==> config.mk <==
export PLATFORM = sky130hd
export DESIGN_NAME = pipeline_valid_gen
export DESIGN_NICKNAME = d
export VERILOG_FILES = /design/src/rtl/pipeline_valid_gen.sv
export SDC_FILE = /design/constraint.sdc
export NUM_CORES = 1
export LEC_CHECK = 0
export CAP_MARGIN = 30
export CORE_MARGIN = 4
export CORE_UTILIZATION = 30
export CTS_CLUSTER_SIZE = 40
export DETAILED_ROUTE_END_ITERATION = 6
export PLACE_DENSITY = 0.66
export SLEW_MARGIN = 10
export SYNTH_ARGS = -nofsm -noshare
export SYNTH_HDL_FRONTEND = slang
export SYNTH_SLANG_ARGS = --single-unit
==> constraint.sdc <==
create_clock -name in_Clock -period 2.2 [get_ports in_Clock]
set_clock_uncertainty 0.1 [all_clocks]
set_input_delay 0.33 -clock in_Clock [delete_from_list [all_inputs] [get_ports in_Clock]]
set_output_delay 0.33 -clock in_Clock [all_outputs]
set_load 0.1 [all_outputs]
==> src/rtl/pipeline_valid_gen.sv <==
// Valid-token tracker for the ID/EXE/MEM/WB pipeline registers, driven by the
// stage can-go chain, with flush kills, a retire strobe and performance counters.
module pipeline_valid_gen #(
    parameter int unsigned CNT_WIDTH = 32
) (
    input  logic                 in_Clock,
    input  logic                 in_Reset_N,
    input  logic                 in_IFValid,
    input  logic                 in_IFCanGo,
    input  logic                 in_IDCanGo,
    input  logic                 in_EXECanGo,
    input  logic                 in_MEMCanGo,
    input  logic                 in_WBCanGo,
    input  logic                 in_BranchFlush,
    input  logic                 in_ExcFlush,
    input  logic                 in_CntClear,
    output logic                 out_IDValid,
    output logic                 out_EXEValid,
    output logic                 out_MEMValid,
    output logic                 out_WBValid,
    output logic                 out_Retire,
    output logic [CNT_WIDTH-1:0] out_RetireCnt,
    output logic [CNT_WIDTH-1:0] out_BubbleCnt
);

    logic                 idValid;
    logic                 exeValid;
    logic                 memValid;
    logic                 wbValid;
    logic                 idNext;
    logic                 exeNext;
    logic                 memNext;
    logic                 wbNext;
    logic                 branchKill;
    logic                 earlyKill;
    logic                 retire;
    logic                 bubble;
    logic [CNT_WIDTH-1:0] retireCnt;
    logic [CNT_WIDTH-1:0] bubbleCnt;

    // Kill beats load, load beats bubble, bubble beats hold.
    function automatic logic stageNext(
        input logic kill,
        input logic upGo,
        input logic upValid,
        input logic ownGo,
        input logic cur
    );
        logic nxt;
        nxt = cur;
        if (kill) begin
            nxt = 1'b0;
        end else if (upGo) begin
            nxt = upValid;
        end else if (ownGo) begin
            nxt = 1'b0;
        end
        return nxt;
    endfunction

    // A branch only counts once EXE actually advances; MEM still takes the branch.
    assign branchKill = in_BranchFlush & in_EXECanGo;
    assign earlyKill  = in_ExcFlush | branchKill;

    always_comb begin
        idNext  = stageNext(earlyKill,   in_IFCanGo,  in_IFValid, in_IDCanGo,  idValid);
        exeNext = stageNext(earlyKill,   in_IDCanGo,  idValid,    in_EXECanGo, exeValid);
        memNext = stageNext(in_ExcFlush, in_EXECanGo, exeValid,   in_MEMCanGo, memValid);
        wbNext  = stageNext(in_ExcFlush, in_MEMCanGo, memValid,   in_WBCanGo,  wbValid);
    end

    always_ff @(posedge in_Clock or negedge in_Reset_N) begin
        if (!in_Reset_N) begin
            idValid  <= 1'b0;
            exeValid <= 1'b0;
            memValid <= 1'b0;
            wbValid  <= 1'b0;
        end else begin
            idValid  <= idNext;
            exeValid <= exeNext;
            memValid <= memNext;
            wbValid  <= wbNext;
        end
    end

    assign retire = wbValid & in_WBCanGo & in_Reset_N;
    assign bubble = in_WBCanGo & ~wbValid;

    // The flush-cycle retire is still counted: WB leaves before the kill lands.
    always_ff @(posedge in_Clock or negedge in_Reset_N) begin
        if (!in_Reset_N) begin
            retireCnt <= '0;
            bubbleCnt <= '0;
        end else if (in_CntClear) begin
            retireCnt <= '0;
            bubbleCnt <= '0;
        end else begin
            if (retire) begin
                retireCnt <= retireCnt + CNT_WIDTH'(1);
            end
            if (bubble) begin
                bubbleCnt <= bubbleCnt + CNT_WIDTH'(1);
            end
        end
    end

    assign out_IDValid   = idValid;
    assign out_EXEValid  = exeValid;
    assign out_MEMValid  = memValid;
    assign out_WBValid   = wbValid;
    assign out_Retire    = retire;
    assign out_RetireCnt = retireCnt;
    assign out_BubbleCnt = bubbleCnt;

endmodule
After elaboration in Yosys (flattened, before gate mapping). Index checks and enable logic that the tools add are counted.

Register bits: 68. Bits in latches: 0. Memory bits (writable): 0. ROM bits: 0. Output and inout bits: 69. Logic and storage cells: 36. Memories kept: 0.

$add $sub $neg: 2. Multipliers: 0. Divide/modulo/power cells: 0. $lt $le $gt $ge: 0. Eq/ne operators: 0. Shift operators: 0. Mux-type cells: 16. Bitwise gates (word level): 6. Reduce and logical (&&, ||, !) cells: 6.

Operator list (count): two-way mux 32 bit (4); adder 32 x 1 -> 32 bit, second input constant (2); two-way mux 1 bit (12); nonzero test 3 bit (4); AND 1 bit (4); nonzero test 2 bit (2); inverter 1 bit (1); OR 1 bit (1).

Depth between registers and ports, before layout.
Depth after elaboration: 4. Depth in mapped cells: 7. Mapped depth without buffers: 5.

Worst setup path before layout. Ideal clock, no wire load.

Path type: flip-flop to flip-flop. From: register retireCnt[0], in the netlist out_RetireCnt[0]. To: register retireCnt[20], in the netlist out_RetireCnt[20]. Library setup time: 78 ps. Data arrival time: 2705 ps. Data required time: 2022 ps. Path slack: -683 ps. Stages on the path, launching flop included: 7. Clock period less this slack: 2883 ps. Cell sequence: dfrtp_1 > ha_1 > nand2_1 > or4_4 > buf_6 > or4_1 > a21oi_1.

Longest elaborated chain between the ends: 3.

Ends and longest elaborated chain: start: declaration (line 38) `logic [CNT_WIDTH-1:0] retireCnt;`; start signal: assignment (line 99) `retireCnt <= retireCnt + CNT_WIDTH'(1);`; adder 32 x 1 -> 32 bit (line 99); two-way mux 32 bit (line 98) `if (retire) begin`; two-way mux 32 bit (line 94) `end else if (in_CntClear) begin`.

Every way passes these cells. The select of a mux whose other input is x is not followed. A chain may end at the register's enable or synchronous reset.

Worst setup path in the final report.
From: register bubbleCnt[7], in the netlist out_BubbleCnt[7]. To: register bubbleCnt[31], in the netlist out_BubbleCnt[31].

Longest elaborated chain between the ends: 3.

Ends and longest elaborated chain: start: declaration (line 39) `logic [CNT_WIDTH-1:0] bubbleCnt;`; start signal: assignment (line 102) `bubbleCnt <= bubbleCnt + CNT_WIDTH'(1);`; adder 32 x 1 -> 32 bit (line 102); two-way mux 32 bit (line 101) `if (bubble) begin`; two-way mux 32 bit (line 94).

Every way passes these cells. The select of a mux whose other input is x is not followed.

==> summary.md <==
| Metric | Value |
|---|---|
| Critical path required time | `2310 ps` |
| Nets@finish | `497` |
| Synth unique cells | `38` |
| GPL Wtd Cong | `0.798` |
| F_max | `0.466 GHz` |
| Post-synthesis average cell area | `9.37 sq um` |
| Root Driver | `clkbuf_16` |
| Measured slew at the worst slew-check pin | `709 ps` |
| Crit. End Element | `flop` |
| CTS tree | `yes` |
| Post-route total power | `2.86 mW` |
| # DRC | `0` |
| Synth Cell Area | `3620 sq um` |
| Top-count cell post-synth | `dfrtp_1` |
| Seq/Total Area, Yosys | `0.469` |
| Die Wd | `118 um` |
| Failing checks | `hold timing` |
| Top cell type's share of synthesized area | `0.469` |
| Slowest cell on the critical path | `or4_4` |
| Primary FF master, synth | `dfrtp_1` |
| Unrepaired setup endpoints after global routing | `yes` |
| Max Root-Sink Buffers | `2` |
| Area leader, netlist | `dfrtp_1` |
| Initial antenna violation count | `0` |
| #FFs+latches synth | `68` |
| Chip Height | `118 um` |
| Initial Utilization | `0.312` |
| Clock slew at reported path FFs | `50 ps` |
| TritonCTS Buffers | `9` |
| Critical R2R Launch | `out_BubbleCnt[7]$_DFFE_PN0P_` |
| Layout cell share with drive strength beyond 1 | `0.401` |
| Setup-failing EPs final | `0` |
| Vias in the first global route | `3,327` |
| Async S/R FF share, synth | `1.00` |
| Crit path launch | `out_BubbleCnt[7]$_DFFE_PN0P_` |
| Hold Fails Final Rpt | `13` |
| Worst Hold Margin | `-5.48 ps` |
| Latest clock arrival within the worst-skew pair | `320 ps` |
| Post-Syn Instances | `387` |
| Number of port buffers | `79` |
| Area delta synth->final | `41.5%` |
| Setup Total Neg Slack | `0 ps` |
| Slowest Stage Delay on Critical Path | `540 ps` |
| Final HPWL DP | `6920 um` |
| Syn. warnings | `0` |
| Worst slew margin | `0.528` |
| Critical Path, Cell by Cell | `nand4_1, buf_4, or4_4, nor4_4, mux2_2` |
| Finished Layout Cells | `632` |
| Die area | `13,900 sq um` |
| Most frequent cells after synthesis | `dfrtp_1 (68), nor2_1 (38), a21oi_1 (35)` |
| Largest cells by area after synthesis | `dfrtp_1 (47%), a21oi_1 (4.8%), or4_1 (4.8%)` |
| Part of the cycle the worst path needs | `0.975` |
| N_diodes | `0` |
| DRT Wirelength | `9830 um` |
| Row cnt | `39` |
| Post-layout util | `0.442` |
| Critical path fanouts, max | `5` |
| DR pass1 iterations | `6` |
| Status | `complete, but fails checks` |
| Critical Path Source Type | `flop` |
| Vias per cell | `5.34` |
| Htree depth | `3` |
| Placed cell count | `614` |
| Hold Crit Class | `in -> async` |
| Total Routing Usage GR | `0.141` |
| Pwr per Cell Area | `558 nW/um^2` |
| Final min period | `2140 ps` |
| Io pins | `80` |
| Iteration-0 DRC Markers | `204` |
| CTS Sinks | `68` |
| Setup Crit Path Kind | `reg -> reg` |
| WL/cell | `15.6 um` |
| Largest net degree at the start of global routing | `69` |
| Syn_nets | `400` |
| Final ANT Viol Nets | `0` |
| CORE AREA | `11,600 sq um` |
| CP arrival | `2250 ps` |
| GR Overflow Total | `0` |
| Max cap viols | `0` |
| Max Slew Vio Count | `0` |
| Vias | `3,373` |
| Global-route wire length before repair | `16,500 um` |
| EDFF count, synth | `0` |
| Worst vdd ir | `0.000237 V` |
| Pleak | `1.93 nW` |
==> power breakdown <==
part / internal [mW] / switching [mW]
Clock: 0.942 / 0.507
Combinational: 0.0434 / 0.106
Sequential: 1.26 / 0.00777
==> timing repair <==
| item | in CTS | in global routing |
|---|---|---|
| cloned | 0 | 0 |
| resized for setup | 1 | 6 |
| pin swaps | 1 | 1 |
| hold buffers | 0 | 0 |
| setup buffers | 1 | 0 |
| setup endpoints to repair | 7 | 8 |
==> state kept, by name, indices dropped and copies added, names as in the netlist <==
register and count:
out_BubbleCnt 32, out_RetireCnt 32, out_EXEValid 1, out_IDValid 1
out_MEMValid 1, out_WBValid 1
==> critical path: cells and delay by family (launching register included) <==
| family | cells | cell delay [ps] |
|---|---|---|
| buffers and inverters | 1 | 180 |
| DFF | 1 | 400 |
| muxes | 1 | 360 |
| and+or+nand+nor | 3 | 990 |
==> area by class of cell <==
type / instances / area, sq um
fill: 1140 / 6480
inverter: 8 / 30.0
timing repair buffer: 107 / 858
tap: 143 / 179
clock inverter: 1 / 30.0
sequential: 68 / 1870
multi-input combinational: 290 / 1890
clock buffer: 15 / 268
==> kinds of logic (layout without fill, tap and decap cells) <==
group	Yosys count	in the layout	synth area share
AND/OR/NAND/NOR	185	185	0.290
multiplexers	11	11	0.0335
flip-flops	68	68	0.469
AO/OA/AOI/OAI	74	74	0.122
buffers and inverters	29	131	0.0349
adder cells (fa/ha/maj)	2	2	0.00690
XOR/XNOR	18	18	0.0435
==> final timing paths <==
kind	slack, ps	cells after the start	end
worst min-delay path	-5	2	out_BubbleCnt[0]$_DFFE_PN0P_
min in group in_Clock	470	2	out_EXEValid$_DFFE_PN0P_
max in group asynchronous	1430	3	out_BubbleCnt[21]$_DFFE_PN0P_
worst max register to register	60	5	out_BubbleCnt[31]$_DFFE_PN0P_
worst max-delay path	60	5	out_BubbleCnt[31]$_DFFE_PN0P_
worst min register to register	470	2	out_EXEValid$_DFFE_PN0P_
==> stage by stage <==
stage          setup slack, ps  cell area, sq um
6_report                  55.2              5130
5_1_grt                  -22.0              5130
4_1_cts                   18.7              5080
3_5_place_dp              -430              4780
3_3_place_gp              -389              4780
2_1_floorplan            -48.8              3880
==> metal layers <==
| metal | GRT usage | vias to the layer above | routed length, um |
|---|---|---|---|
| met5 | 0 | - | 0 |
| met4 | 0.0513 | 0 | 141 |
| met3 | 0.0308 | 10 | 419 |
| met2 | 0.226 | 76 | 4660 |
| met1 | 0.188 | 1645 | 4610 |
| li1 | - | 1642 | - |
==> placed cells by master, fill, tap and decap left out, types with 10 or more instances in the layout <==
| cell | n |
|---|---|
| a21oi_1 | 35 |
| buf_4 | 93 |
| dfrtp_1 | 11 |
| dfrtp_2 | 17 |
| dfrtp_4 | 40 |
| nand2_1 | 23 |
| nand3_1 | 14 |
| nand4_1 | 18 |
| nor2_1 | 38 |
| nor3_1 | 10 |
| o21ai_0 | 12 |
| o31ai_1 | 20 |
| or3_1 | 12 |
| or4_1 | 20 |
| xnor2_1 | 11 |
(Power assumes the default switching activity.)
